--- src/rtl/apb_arb_pkg.sv ---
// Shared definitions for the two-requester APB master arbiter.
package apb_arb_pkg;

    localparam int NUM_REQ                = 2;
    localparam int DEFAULT_TIMEOUT_CYCLES = 16;

    typedef enum logic [1:0] {
        IDLE   = 2'd0,
        SETUP  = 2'd1,
        ACCESS = 2'd2,
        RESP   = 2'd3
    } apb_state_e;

endpackage

--- src/rtl/rr_arbiter2.sv ---
// Two-way round-robin grant: on contention the requester not served last wins.
module rr_arbiter2
    import apb_arb_pkg::*;
(
    input  logic [NUM_REQ-1:0] valid_i,
    input  logic               last_i,
    output logic [NUM_REQ-1:0] grant_o,
    output logic               idx_o
);

    always_comb begin
        idx_o   = 1'b0;
        grant_o = '0;
        unique case (valid_i)
            2'b01:   idx_o = 1'b0;
            2'b10:   idx_o = 1'b1;
            2'b11:   idx_o = ~last_i;
            default: idx_o = 1'b0;
        endcase
        if (valid_i != '0) begin
            grant_o = 2'b01 << idx_o;
        end
    end

endmodule

--- src/rtl/apb_master_arbiter.sv ---
// Shares one APB master port between two requesters (round-robin, SETUP->ACCESS).
// Optional ACCESS watchdog enabled by defining APB_ARB_TIMEOUT_EN.
module apb_master_arbiter
    import apb_arb_pkg::*;
#(
    parameter  int DATA_WIDTH     = 32,
    parameter  int BUS_WIDTH      = 64,
    parameter  int ADDR_WIDTH     = 32,
    parameter  int TIMEOUT_CYCLES = DEFAULT_TIMEOUT_CYCLES,
    localparam int STRB_WIDTH     = BUS_WIDTH / DATA_WIDTH
) (
    input  logic                          clk_i,
    input  logic                          rst_ni,
    // Request side: a request is taken in the cycle req_valid_i[i] && req_ready_o[i];
    // the requester holds valid and payload until then. rsp_valid_o is a one-cycle pulse.
    input  logic [NUM_REQ-1:0]            req_valid_i,
    input  logic [NUM_REQ-1:0]            req_write_i,
    input  logic [NUM_REQ*ADDR_WIDTH-1:0] req_addr_i,
    input  logic [NUM_REQ*BUS_WIDTH-1:0]  req_wdata_i,
    input  logic [NUM_REQ*STRB_WIDTH-1:0] req_strb_i,
    output logic [NUM_REQ-1:0]            req_ready_o,
    output logic [NUM_REQ-1:0]            rsp_valid_o,
    output logic [BUS_WIDTH-1:0]          rsp_rdata_o,
    output logic                          rsp_err_o,
    input  logic                          slv_busy_i,
    output logic                          psel_o,
    output logic                          penable_o,
    output logic                          pwrite_o,
    output logic [ADDR_WIDTH-1:0]         paddr_o,
    output logic [BUS_WIDTH-1:0]          pwdata_o,
    output logic [STRB_WIDTH-1:0]         pstrb_o,
    input  logic [BUS_WIDTH-1:0]          prdata_i,
    input  logic                          pready_i,
    input  logic                          pslverr_i,
    output logic [1:0]                    state_o
);

    if (TIMEOUT_CYCLES < 2 || TIMEOUT_CYCLES > 255) begin : g_bad_timeout
        $error("TIMEOUT_CYCLES must be within 2..255");
    end

    apb_state_e              state_q, state_d;
    logic                    last_q;
    logic [NUM_REQ-1:0]      grant;
    logic                    gidx;
    logic                    accept;
    logic                    done;
    logic                    timeout;
    logic                    cap_idx_q;
    logic                    cap_write_q;
    logic [ADDR_WIDTH-1:0]   cap_addr_q;
    logic [BUS_WIDTH-1:0]    cap_wdata_q;
    logic [STRB_WIDTH-1:0]   cap_strb_q;
    logic [BUS_WIDTH-1:0]    rdata_q;
    logic                    err_q;

    rr_arbiter2 u_rr (
        .valid_i (req_valid_i),
        .last_i  (last_q),
        .grant_o (grant),
        .idx_o   (gidx)
    );

`ifdef APB_ARB_TIMEOUT_EN
    localparam logic [7:0] TMO_LIMIT = 8'(TIMEOUT_CYCLES - 1);
    logic [7:0] tmo_q;

    always_ff @(posedge clk_i or negedge rst_ni) begin
        if (!rst_ni) begin
            tmo_q <= '0;
        end else if (state_q == SETUP) begin
            tmo_q <= '0;
        end else if (state_q == ACCESS && !pready_i) begin
            tmo_q <= tmo_q + 8'd1;
        end
    end
`endif

    always_comb begin
        state_d     = state_q;
        req_ready_o = '0;
        accept      = 1'b0;
        done        = 1'b0;
        timeout     = 1'b0;
        unique case (state_q)
            IDLE: begin
                if ((req_valid_i != '0) && !slv_busy_i) begin
                    req_ready_o = grant;
                    accept      = 1'b1;
                    state_d     = SETUP;
                end
            end
            SETUP:  state_d = ACCESS;
            ACCESS: begin
                if (pready_i) begin
                    done    = 1'b1;
                    state_d = RESP;
                end
`ifdef APB_ARB_TIMEOUT_EN
                else if (tmo_q == TMO_LIMIT) begin
                    timeout = 1'b1;
                    state_d = RESP;
                end
`endif
            end
            RESP:    state_d = IDLE;
            default: state_d = IDLE;
        endcase
    end

    always_ff @(posedge clk_i or negedge rst_ni) begin
        if (!rst_ni) begin
            state_q     <= IDLE;
            last_q      <= 1'b1;
            cap_idx_q   <= 1'b0;
            cap_write_q <= 1'b0;
            cap_addr_q  <= '0;
            cap_wdata_q <= '0;
            cap_strb_q  <= '0;
            rdata_q     <= '0;
            err_q       <= 1'b0;
        end else begin
            state_q <= state_d;
            if (accept) begin
                last_q      <= gidx;
                cap_idx_q   <= gidx;
                cap_write_q <= req_write_i[gidx];
                cap_addr_q  <= gidx ? req_addr_i[ADDR_WIDTH +: ADDR_WIDTH]
                                    : req_addr_i[0 +: ADDR_WIDTH];
                cap_wdata_q <= gidx ? req_wdata_i[BUS_WIDTH +: BUS_WIDTH]
                                    : req_wdata_i[0 +: BUS_WIDTH];
                // Reads never drive strobes onto the bus.
                if (req_write_i[gidx]) begin
                    cap_strb_q <= gidx ? req_strb_i[STRB_WIDTH +: STRB_WIDTH]
                                       : req_strb_i[0 +: STRB_WIDTH];
                end else begin
                    cap_strb_q <= '0;
                end
            end
            if (done) begin
                rdata_q <= cap_write_q ? '0 : prdata_i;
                err_q   <= pslverr_i;
            end else if (timeout) begin
                rdata_q <= '0;
                err_q   <= 1'b1;
            end
        end
    end

    assign psel_o      = (state_q == SETUP) || (state_q == ACCESS);
    assign penable_o   = (state_q == ACCESS);
    assign pwrite_o    = cap_write_q;
    assign paddr_o     = cap_addr_q;
    assign pwdata_o    = cap_wdata_q;
    assign pstrb_o     = cap_strb_q;
    assign rsp_valid_o = (state_q == RESP) ? (2'b01 << cap_idx_q) : 2'b00;
    assign rsp_rdata_o = rdata_q;
    assign rsp_err_o   = (state_q == RESP) && err_q;
    assign state_o     = state_q;

endmodule

--- config.mk ---
export PLATFORM = sky130hd
export DESIGN_NAME = apb_master_arbiter
export DESIGN_NICKNAME = d
export VERILOG_FILES = /design/src/rtl/apb_arb_pkg.sv /design/src/rtl/rr_arbiter2.sv /design/src/rtl/apb_master_arbiter.sv
export SDC_FILE = /design/constraint.sdc
export NUM_CORES = 1
export LEC_CHECK = 0
export CORE_AREA = 2 2 169 171
export CTS_CLUSTER_DIAMETER = 200
export DETAILED_ROUTE_END_ITERATION = 16
export DIE_AREA = 0 0 171 173
export GPL_TIMING_DRIVEN = 0
export HOLD_SLACK_MARGIN = 0.06
export PLACE_DENSITY = 0.63
export SLEW_MARGIN = 15
export SYNTH_ARGS = -nofsm -noshare
export SYNTH_HDL_FRONTEND = slang
export SYNTH_HIERARCHICAL = 1
export SYNTH_SLANG_ARGS = --single-unit
--- constraint.sdc ---
create_clock -name clk_i -period 2.3 [get_ports clk_i]
set_input_delay 0.575 -clock clk_i [delete_from_list [all_inputs] [get_ports clk_i]]
set_output_delay 0.575 -clock clk_i [all_outputs]
set_load 0.02 [all_outputs]
==> flow_summary_export.csv <==
group,metric,value,unit
outcome,outcome,"complete, no violations",
yosys,synth-seq-cells,168,
detailed_routing,wirelength,27800,um
cts,clock-root-buffer,"clkbuf_16",
sta,tightest_slew,0.697,ns
global_routing,track_usage,18.5,%
finish,num-nets-final,1374,
yosys,synth_seq_area_share,52.8,%
worst_setup_path,r2r_cells,8,
global_routing,antenna_found_initial,0,
cts,cts_num_sinks,168,
sta,fin_crit_sh,96.6,%
finish,fill_cells,2579,
cts,path_clk_slew,0.07,ns
worst_setup_path,critical_path_arrival,1.65,ns
finish,drive_above_1_share,24.8,%
sta,min_period,2.22,ns
floorplanning,fp.coreArea,0.0276,sq mm
detailed_routing,wl_per_cell,18.6,um
yosys,netlist_instances,635,
sta,finalSetupViolations,0,
yosys,syn_area,0.00797,sq mm
detailed_routing,via_count,6600,
detailed_routing,drt_first_pass_iters,4,
finish,antenna_cells,0,
job,maxCapViolations,0,
sta,finalMaxSlewViolations,0,
power,max-vdd-ir-drop,563,uV
yosys,syn_nets,908,
sta,slew_headroom,53.5,%
placed_design,dp.cells,1454,
floorplanning,dieArea,0.0296,sq mm
worst_setup_path,timing.rr.start,"state_o[0]",
detailed_routing,via_per_inst,4.43,
finish,area_growth,69.9,%
yosys,synth_area_per_cell,12.5,sq um
sta,whs,0.121,ns
worst_setup_path,startpoint,"state_o[0]",
floorplanning,die_width,171,um
worst_setup_path,start_kind,"flip-flop",
yosys,ys_types,23,
worst_hold_path,hp-class,"in2async",
yosys,yosysWarnings,6,
finish,finalNonFillerCells,1490,
global_routing,grt_pass1_vias,6932,
sta,fin_skew,0.0114,ns
global_routing,grt-ovfl-total,0,
detailed_routing,drc_errors,0,
placed_design,port_buffers,440,
worst_setup_path,path_max_fanout,5,
floorplanning,rows,61,
worst_setup_path,crit_type,"reg2out",
cts,clk_latency,0.42,ns
cts,numCtsBuffers,17,
cts,htreeDepth,4,
worst_setup_path,endpoint_kind,"output port",
floorplanning,initial_utilization,28.8,%
floorplanning,top_level_ports,441,
cts,cts_tree,"built",
detailed_routing,antenna_left,0,
global_routing,grt_pass1_wl,41600,um
detailed_routing,first_iter_violations,332,
worst_setup_path,cp.required,1.73,ns
global_routing,grt_max_degree,87,
power,leakage,0.00584,uW
sta,rsz0062_at_grt,"true",
sta,hold_violations,0,
cts,clock_path_buffers,2,
placed_design,dpl.hpwl,21700,um
power,p_per_area,1240,mW/mm^2
placed_design,place.gp.congestion,0.830,
sta,maxClockFrequency,0.450,GHz
floorplanning,die_y,173,um
[final timing paths]
check,end,slack [ns]
worst max-delay path,req_ready_o[0],0.08
worst min-delay path,pwdata_o[28],0.12
worst max register to register,err_q,0.19
worst min register to register,rsp_rdata_o[39],0.48
max in group asynchronous,rsp_rdata_o[10],1.29
min in group clk_i,rsp_rdata_o[39],0.48
[layout by cell type (no fill, tap or decap), types with 3 or more instances in the layout]
master and count:
dfrtp_1 166, o21ai_0 64, clkinvlp_4 5, mux2i_1 3, inv_1 5, nor2_1 3, buf_1 4, buf_2 13
buf_4 10, inv_6 4, ha_1 3, dlygate4sd2_1 4, clkbuf_1 15, buf_6 10, mux2_4 67, clkbuf_2 3
clkbuf_16 17, nand2_1 130, mux2_2 131, clkdlybuf4s50_1 429
[what timing repair did]
| action | CTS | global route |
|---|---|---|
| buffers inserted | 8 | 2 |
| pin swaps | 3 | 1 |
| resized for setup | 36 | 9 |
| hold buffers | 0 | 0 |
| endpoints found under the hold margin | 0 | 0 |
| setup endpoints to repair | 95 | 7 |
| cloned | 0 | 0 |
[metrics by stage]
| stage | setup TNS (ns) | worst slack, ns | util [%] | cell area, sq um | power, uW |
|---|---|---|---|---|---|
| 6_report | 0 | 0.0788 | 49.0 | 13500 | 16800 |
| 5_1_grt | -0.00908 | -0.00714 | 49.0 | 13500 | 17700 |
| 3_5_place_dp | -59.84 | -1.03 | 46.6 | 12900 | 13900 |
| 4_1_cts | -0.0626 | -0.0384 | 49.0 | 13500 | 17000 |
| 3_3_place_gp | -1198.75 | -6.83 | 46.5 | 12800 | 13800 |
| 2_1_floorplan | 0 | 0.0171 | - | 7970 | 9580 |
[logic make-up after synthesis]
group	after synthesis	synth area share (%)
compound gates	70	4.71
flops	168	52.8
mux	202	31.7
simple gates	140	6.75
fa+ha+maj	4	0.628
buf+inv	51	3.46
[worst max-delay path, stage by stage (launching register included)]
cell and delay [ns]:
dfrtp_1 0.39, buf_6 0.12, inv_4 0.06, ha_4 0.13, inv_2 0.03, or2_4 0.27
nor2_4 0.10, buf_6 0.13
[Yosys cell counts (all sizes together)]
cell     number  area share, %
a21oi         1          0.063
or2           1          0.079
inv           7           0.33
and2          2           0.16
clkbuf       16           0.75
ha            4           0.63
nor2b         2           0.16
dfstp         1           0.33
buf          28            2.4
a21boi        3           0.28
o21bai        1           0.24
a2bb2oi       1           0.11
o21ai        64            4.0
nand2       130            6.1
dfrtp       167             52
mux2        198             31
nor2          5           0.24
mux2i         4           0.50
[sequential cells by signal, indices dropped and copies added (netlist names)]
| register | flops |
|---|---|
| err_q | 1 |
| pstrb_o | 2 |
| paddr_o | 32 |
| pwdata_o | 64 |
| last_q | 1 |
| pwrite_o | 1 |
| state_o | 2 |
| cap_idx_q | 1 |
| rsp_rdata_o | 64 |
[layer usage]
layer	GRT usage, %	vias up	wire [um]	share of wire (%)
met5	0	-	0	0
met4	5.08	0	524	1.9
met3	4.67	27	1730	6.2
met2	32.8	240	14300	51
met1	22.2	3242	11200	40
li1	-	3091	-	-
[final cells by class]
type                            instances  area (sq um)  share of cell area (%)
Sequential cell                       168          4210                    31.1
Inverter                                7          28.8                   0.213
Clock buffer                           18           439                    3.25
Buffer                                 40           223                    1.65
Tap cell                              378           473                    3.50
Multi-Input combinational cell        416          3520                    26.0
Clock inverter                         12           144                    1.06
Timing Repair Buffer                  451          4500                    33.2
[report_power, final]
group,switching [uW],internal (uW)
combinational,4180,4620
sequential,751,4320
clock,1280,1640
total,6210,10600
Note: power is estimated with default switching activity, not from simulation.
==> RTL edit 1: new RTL, same settings <==
The parameter `ADDR_WIDTH` goes from 32 to 40.
--- a/src/rtl/apb_master_arbiter.sv
+++ b/src/rtl/apb_master_arbiter.sv
@@ -7,3 +7,3 @@
     parameter  int BUS_WIDTH      = 64,
-    parameter  int ADDR_WIDTH     = 32,
+    parameter  int ADDR_WIDTH     = 40,
     parameter  int TIMEOUT_CYCLES = DEFAULT_TIMEOUT_CYCLES,
Interface: changed (resized paddr_o and req_addr_i); port bits go from 441 to 465. The function was not compared with the original's and may differ.
==> RTL edit 1 against the unedited design <==
Wire length grew 5.1%; sequential share of layout area fell by 0.27 points; final area up 5.6%; critical path depth fell by 1; non-clock buffer count grew 27; total power rose by 5.4%; clock power rose by 3%; worst setup slack is essentially flat; sequential cell count grew 8; synthesized area increased by 6.0%; global-route usage increased by 1.1 points.
==> RTL edit 1: results (changes against the unedited design) <==
grt:
  grt_pass1_wl_um: 43900  # +5.5%
  antenna_found_initial: 1  # +1
  grt_max_degree: 91  # +4.6%
  first_global_vias: 7292  # +5.2%
  grt.total_usage_pct: 19.7  # +1.1 points
detailed_routing:
  maxUsedRoutingLayer: "met4"
  met2_length_um: 15200  # +6.7%
  initialDrtViolationCount: 216  # -35%
  vias: 6806  # +3.1%
  dr.pass1.iters: 4  # unchanged
  met3_length_um: 2440  # +41%
  wl_met1_um: 11300  # +0.58%
  wl_per_cell_um: 18.9  # +1.4%
setup_path:
  path_delay_family: "simple AND/OR/NAND/NOR gates"
  timing.rr.start: "last_q$_DFFE_PN1P_"
  r2r_slack_ns: 0.25  # +0.06 ns
  worstPathMaxFanout: 7  # +2
  cpPeakStageDelay_ns: 0.40
  rr_endpoint: "pstrb_o[0]$_DFFE_PN0P_"
  crit_arrival_ns: 1.65  # about the same
  ff2ff_path_depth: 7  # -1
synth:
  syn_nets: 949  # +4.5%
  ys_seq_area_share_pct: 52.2  # -0.62 points
  synth-async-reset-ratio_pct: 100  # unchanged
  avgSynthCellArea_um2: 12.8  # +2.0%
  synth_commonest_cells: "dfrtp_1 (175), nand2_1 (130), mux2_2 (127)"
  synthDistinctLibCells: 22  # -4.3%
  synthTopCellsByArea: "dfrtp_1 (52%), mux2_2 (17%), mux2_4 (15%), nand2_1 (5.8%), o21ai_0 (3.8%)"
timing:
  hold_slack_ns: 0.136  # +0.0152 ns
  fin_skew_ns: 0.0178  # +0.00646 ns
  max_slew_margin_pct: 53.1  # -0.39 points
cts:
  clkSlewWorstSetupHoldPaths_ns: 0.08
  tritoncts.num_buffers: 17  # unchanged
  clockBufferDepth: 2  # unchanged
  insertion_delay_ns: 0.43
placed_design:
  numPortBuffers: 464  # +5.5%
  gp_congestion: 0.813  # -2.1%
  post-place-ws_ns: -0.894  # +0.133 ns
  dpl-instance-area_um2: 13600  # +5.6%
  place_hpwl_um: 22700  # +4.9%
power_and_ir_drop:
  p_leak_nw: 6.25  # +7.1%
  cellInternalPower_mw: 11.1  # +5.0%
  vdd_drop_max_v: 0.000590  # +4.6%
layout:
  drive_gt1_share_pct: 25.3  # +0.50 points
  fin_cells: 1544  # +3.6%
  nets: 1441  # +4.9%
  fill_cells: 2529  # -1.9%
outcome:
  run_status: "completed"
[RTL edit 1: cell count changes in the layout (fill, tap and decap cells not counted), moves of 2 or more]
cell	delta
clkdlybuf4s50_1	+24
inv_8	+3
dfrtp_1	+9
mux2_2	-4
buf_6	+3
buf_1	-2
dlygate4sd2_1	+4
mux2_4	+20
clkinvlp_4	-5
clkbuf_2	-3
inv_2	+2
clkinv_8	+2
clkinv_4	+2
[RTL edit 1: repair_timing]
item | 4_1_cts | 5_1_grt
buffers inserted | 9 | 2
hold endpoints to repair | 0 | 0
pin swaps | 3 | 2
setup endpoints to repair | 9 | 6
gates resized for setup | 37 | 1
[RTL edit 1: cell type report]
class	count	area, um2	share of cell area, %
diodes	1	2.50	0.0175
plain buffers	42	256	1.79
clock buffers	18	439	3.07
clock inverters	14	165	1.16
inverters	7	26.3	0.184
multi-input cells	432	3770	26.4
flip-flops and latches	176	4410	30.8
well taps	378	473	3.31
repair buffers	476	4750	33.2
[RTL edit 1: worst max path at each step]
| stage | start | to | slack (ns) |
|---|---|---|---|
| after global placement | rst_ni | pwdata_o[45]$_DFFE_PN0P_ | -7.11 |
| after CTS | state_o[0]$_DFFE_PN0P_ | req_ready_o[0] | -0.08 |
| after global routing | state_o[0]$_DFFE_PN0P_ | req_ready_o[0] | -0.01 |
| after detailed placement | req_valid_i[1] | req_ready_o[0] | -0.89 |
| after floorplan | state_o[0]$_DFFE_PN0P_ | req_ready_o[0] | 0.09 |
| final | state_o[0]$_DFFE_PN0P_ | req_ready_o[0] | 0.08 |
[RTL edit 1: logic make-up after synthesis]
logic type	synth area share, %
buf+inv	3.66
compound gates	4.31
flops	52.2
simple gates	6.37
mux	32.9
fa+ha+maj	0.593
[RTL edit 1: power groups by stage]
stage	Combinational [mW]	Sequential (mW)	Clock, mW
2_1_floorplan	3.15	7.04	0
3_3_place_gp	9.31	5.33	0
3_5_place_dp	9.33	5.38	0
4_1_cts	9.50	5.33	3.09
5_1_grt	9.95	5.53	3.25
6_report	9.37	5.32	3.01
[RTL edit 1: worst reg2reg max path, stage by stage, from the launching register on]
cell and delay (ns):
dfstp_2 0.38, a21boi_0 0.21, buf_6 0.20, buf_6 0.18, buf_6 0.20, mux2i_2 0.34, nor2_1 0.15, mux2_4 0.28
[RTL edit 1: per-layer routing]
layer	GRT usage, %	vias to the layer above
met1	22.4	3290
met5	0	-
met2	35.9	263
met3	6.34	13
met4	3.74	0
li1	-	3240
==> RTL edit 2: new RTL, config.mk and constraints unchanged <==
Made on the original files. Register the output `rsp_err_o`, with the module's reset; this adds one clock of latency there. The other outputs are not delayed to match.
--- a/src/rtl/apb_master_arbiter.sv
+++ b/src/rtl/apb_master_arbiter.sv
@@ -157,3 +157,9 @@
     assign rsp_rdata_o = rdata_q;
-    assign rsp_err_o   = (state_q == RESP) && err_q;
+    always_ff @(posedge clk_i or negedge rst_ni) begin
+        if (!rst_ni) begin
+            rsp_err_o <= '0;
+        end else begin
+            rsp_err_o <= (state_q == RESP) && err_q;
+        end
+    end
     assign state_o     = state_q;
Formal check against the unedited RTL: not equivalent (Yosys sat finds a counterexample within 4 cycles, from zero or initial values and one cycle with rst_ni low).
==> RTL edit 2 against the unedited design <==
Wire length up 1.8%; register-to-register slack better by 0.03 ns; worst setup slack worse by 0.0068 ns; via count down 0.68%; total power up 0.97%; non-clock buffer count up 3; synthesized area up 0.31%; sequential cell count up 1; final area up 0.55%; critical path type unchanged.
==> RTL edit 2: results (changes against the unedited design) <==
power_and_ir_drop:
  switchingPower_mw: 6.24  # +0.37%
  p_leak_nw: 5.88  # +0.68%
grt:
  grt.total_usage_pct: 18.8  # +0.29 points
  grt_use_met3_pct: 4.44  # -0.23 points
  grt_pass1_wl_um: 41700  # +0.28%
  grt_util_met2_pct: 32.5  # -0.24 points
  first_global_vias: 6950  # +0.26%
synth:
  synth_adder_area_share_pct: 0.626  # -0.0020 points
  synth_compound_area_share_pct: 4.70  # -0.015 points
  muxShareOfSynthArea_pct: 31.6  # -0.099 points
placed_design:
  gp_congestion: 0.806  # -3.0%
  dpl-instance-area_um2: 12900  # +0.19%
  post-place-ws_ns: -1.07  # -0.0463 ns
setup_path:
  r2r_slack_ns: 0.22  # +0.03 ns
  rr_endpoint: "pwdata_o[55]$_DFFE_PN0P_"
detailed_routing:
  wl_per_cell_um: 18.9  # +1.5%
  vias_per_cell: 4.39  # -0.95%
  wl_um: 28300  # +1.8%
timing:
  fin_skew_ns: 0.0108  # -0.000564 ns
  max_slew_margin_pct: 55.9  # +2.3 points
  finalCriticalPeriod_ns: 2.23  # +0.00685 ns
outcome:
  run_status: "completed"
layout:
  drive_gt1_share_pct: 24.8  # about the same
cts:
  cts_resized: 35  # -2.8%
  cts_setup_buffers: 13  # +5
-- RTL edit 2: kinds of logic after synthesis --
family | after synthesis
AND/OR/NAND/NOR | 140
flip-flops | 169
adder cells (fa/ha/maj) | 4
AO/OA/AOI/OAI | 70
buffers and inverters | 51
multiplexers | 202
-- RTL edit 2: routing by layer --
| layer | vias up | part of all wire (%) |
|---|---|---|
| met4 | 2 | 2.1 |
| met1 | 3181 | 41 |
| met2 | 241 | 50 |
| met3 | 30 | 6.1 |
| met5 | - | 0.046 |
| li1 | 3101 | - |
-- RTL edit 2: area by class of cell --
type / instances / area [um2]
clock buffers: 18 / 439
clock inverters: 12 / 164
multi-input cells: 416 / 3530
fillers: 2578 / 14000
inverters: 7 / 28.8
flip-flops and latches: 169 / 4230
well taps: 378 / 473
plain buffers: 40 / 219
repair buffers: 454 / 4520
-- RTL edit 2: worst max path at each step --
stage | from | to | depth (start not counted)
finish | state_o[0]$_DFFE_PN0P_ | req_ready_o[1] | 7
global route | state_o[0]$_DFFE_PN0P_ | req_ready_o[1] | 7
CTS | state_o[0]$_DFFE_PN0P_ | req_ready_o[1] | 8
detailed placement | req_valid_i[1] | req_ready_o[1] | 8
global placement | rst_ni | pwdata_o[57]$_DFFE_PN0P_ | 1
floorplan | state_o[0]$_DFFE_PN0P_ | req_ready_o[0] | 8
-- RTL edit 2: power by group through the flow --
stage,Clock (mW),Combinational [mW],Sequential [mW]
floorplan,0,2.88,6.73
global placement,0,8.73,5.11
detailed placement,0,8.75,5.16
CTS,3.14,8.94,5.10
global route,3.24,9.34,5.28
finish,3.04,8.82,5.10
-- RTL edit 2: metrics by stage --
stage	utilization (%)	hold WS [ns]
global route	49.2	0.153
detailed placement	46.7	0.469
global placement	46.6	0.462
finish	49.2	0.132
CTS	49.3	0.144
floorplan	-	0.279
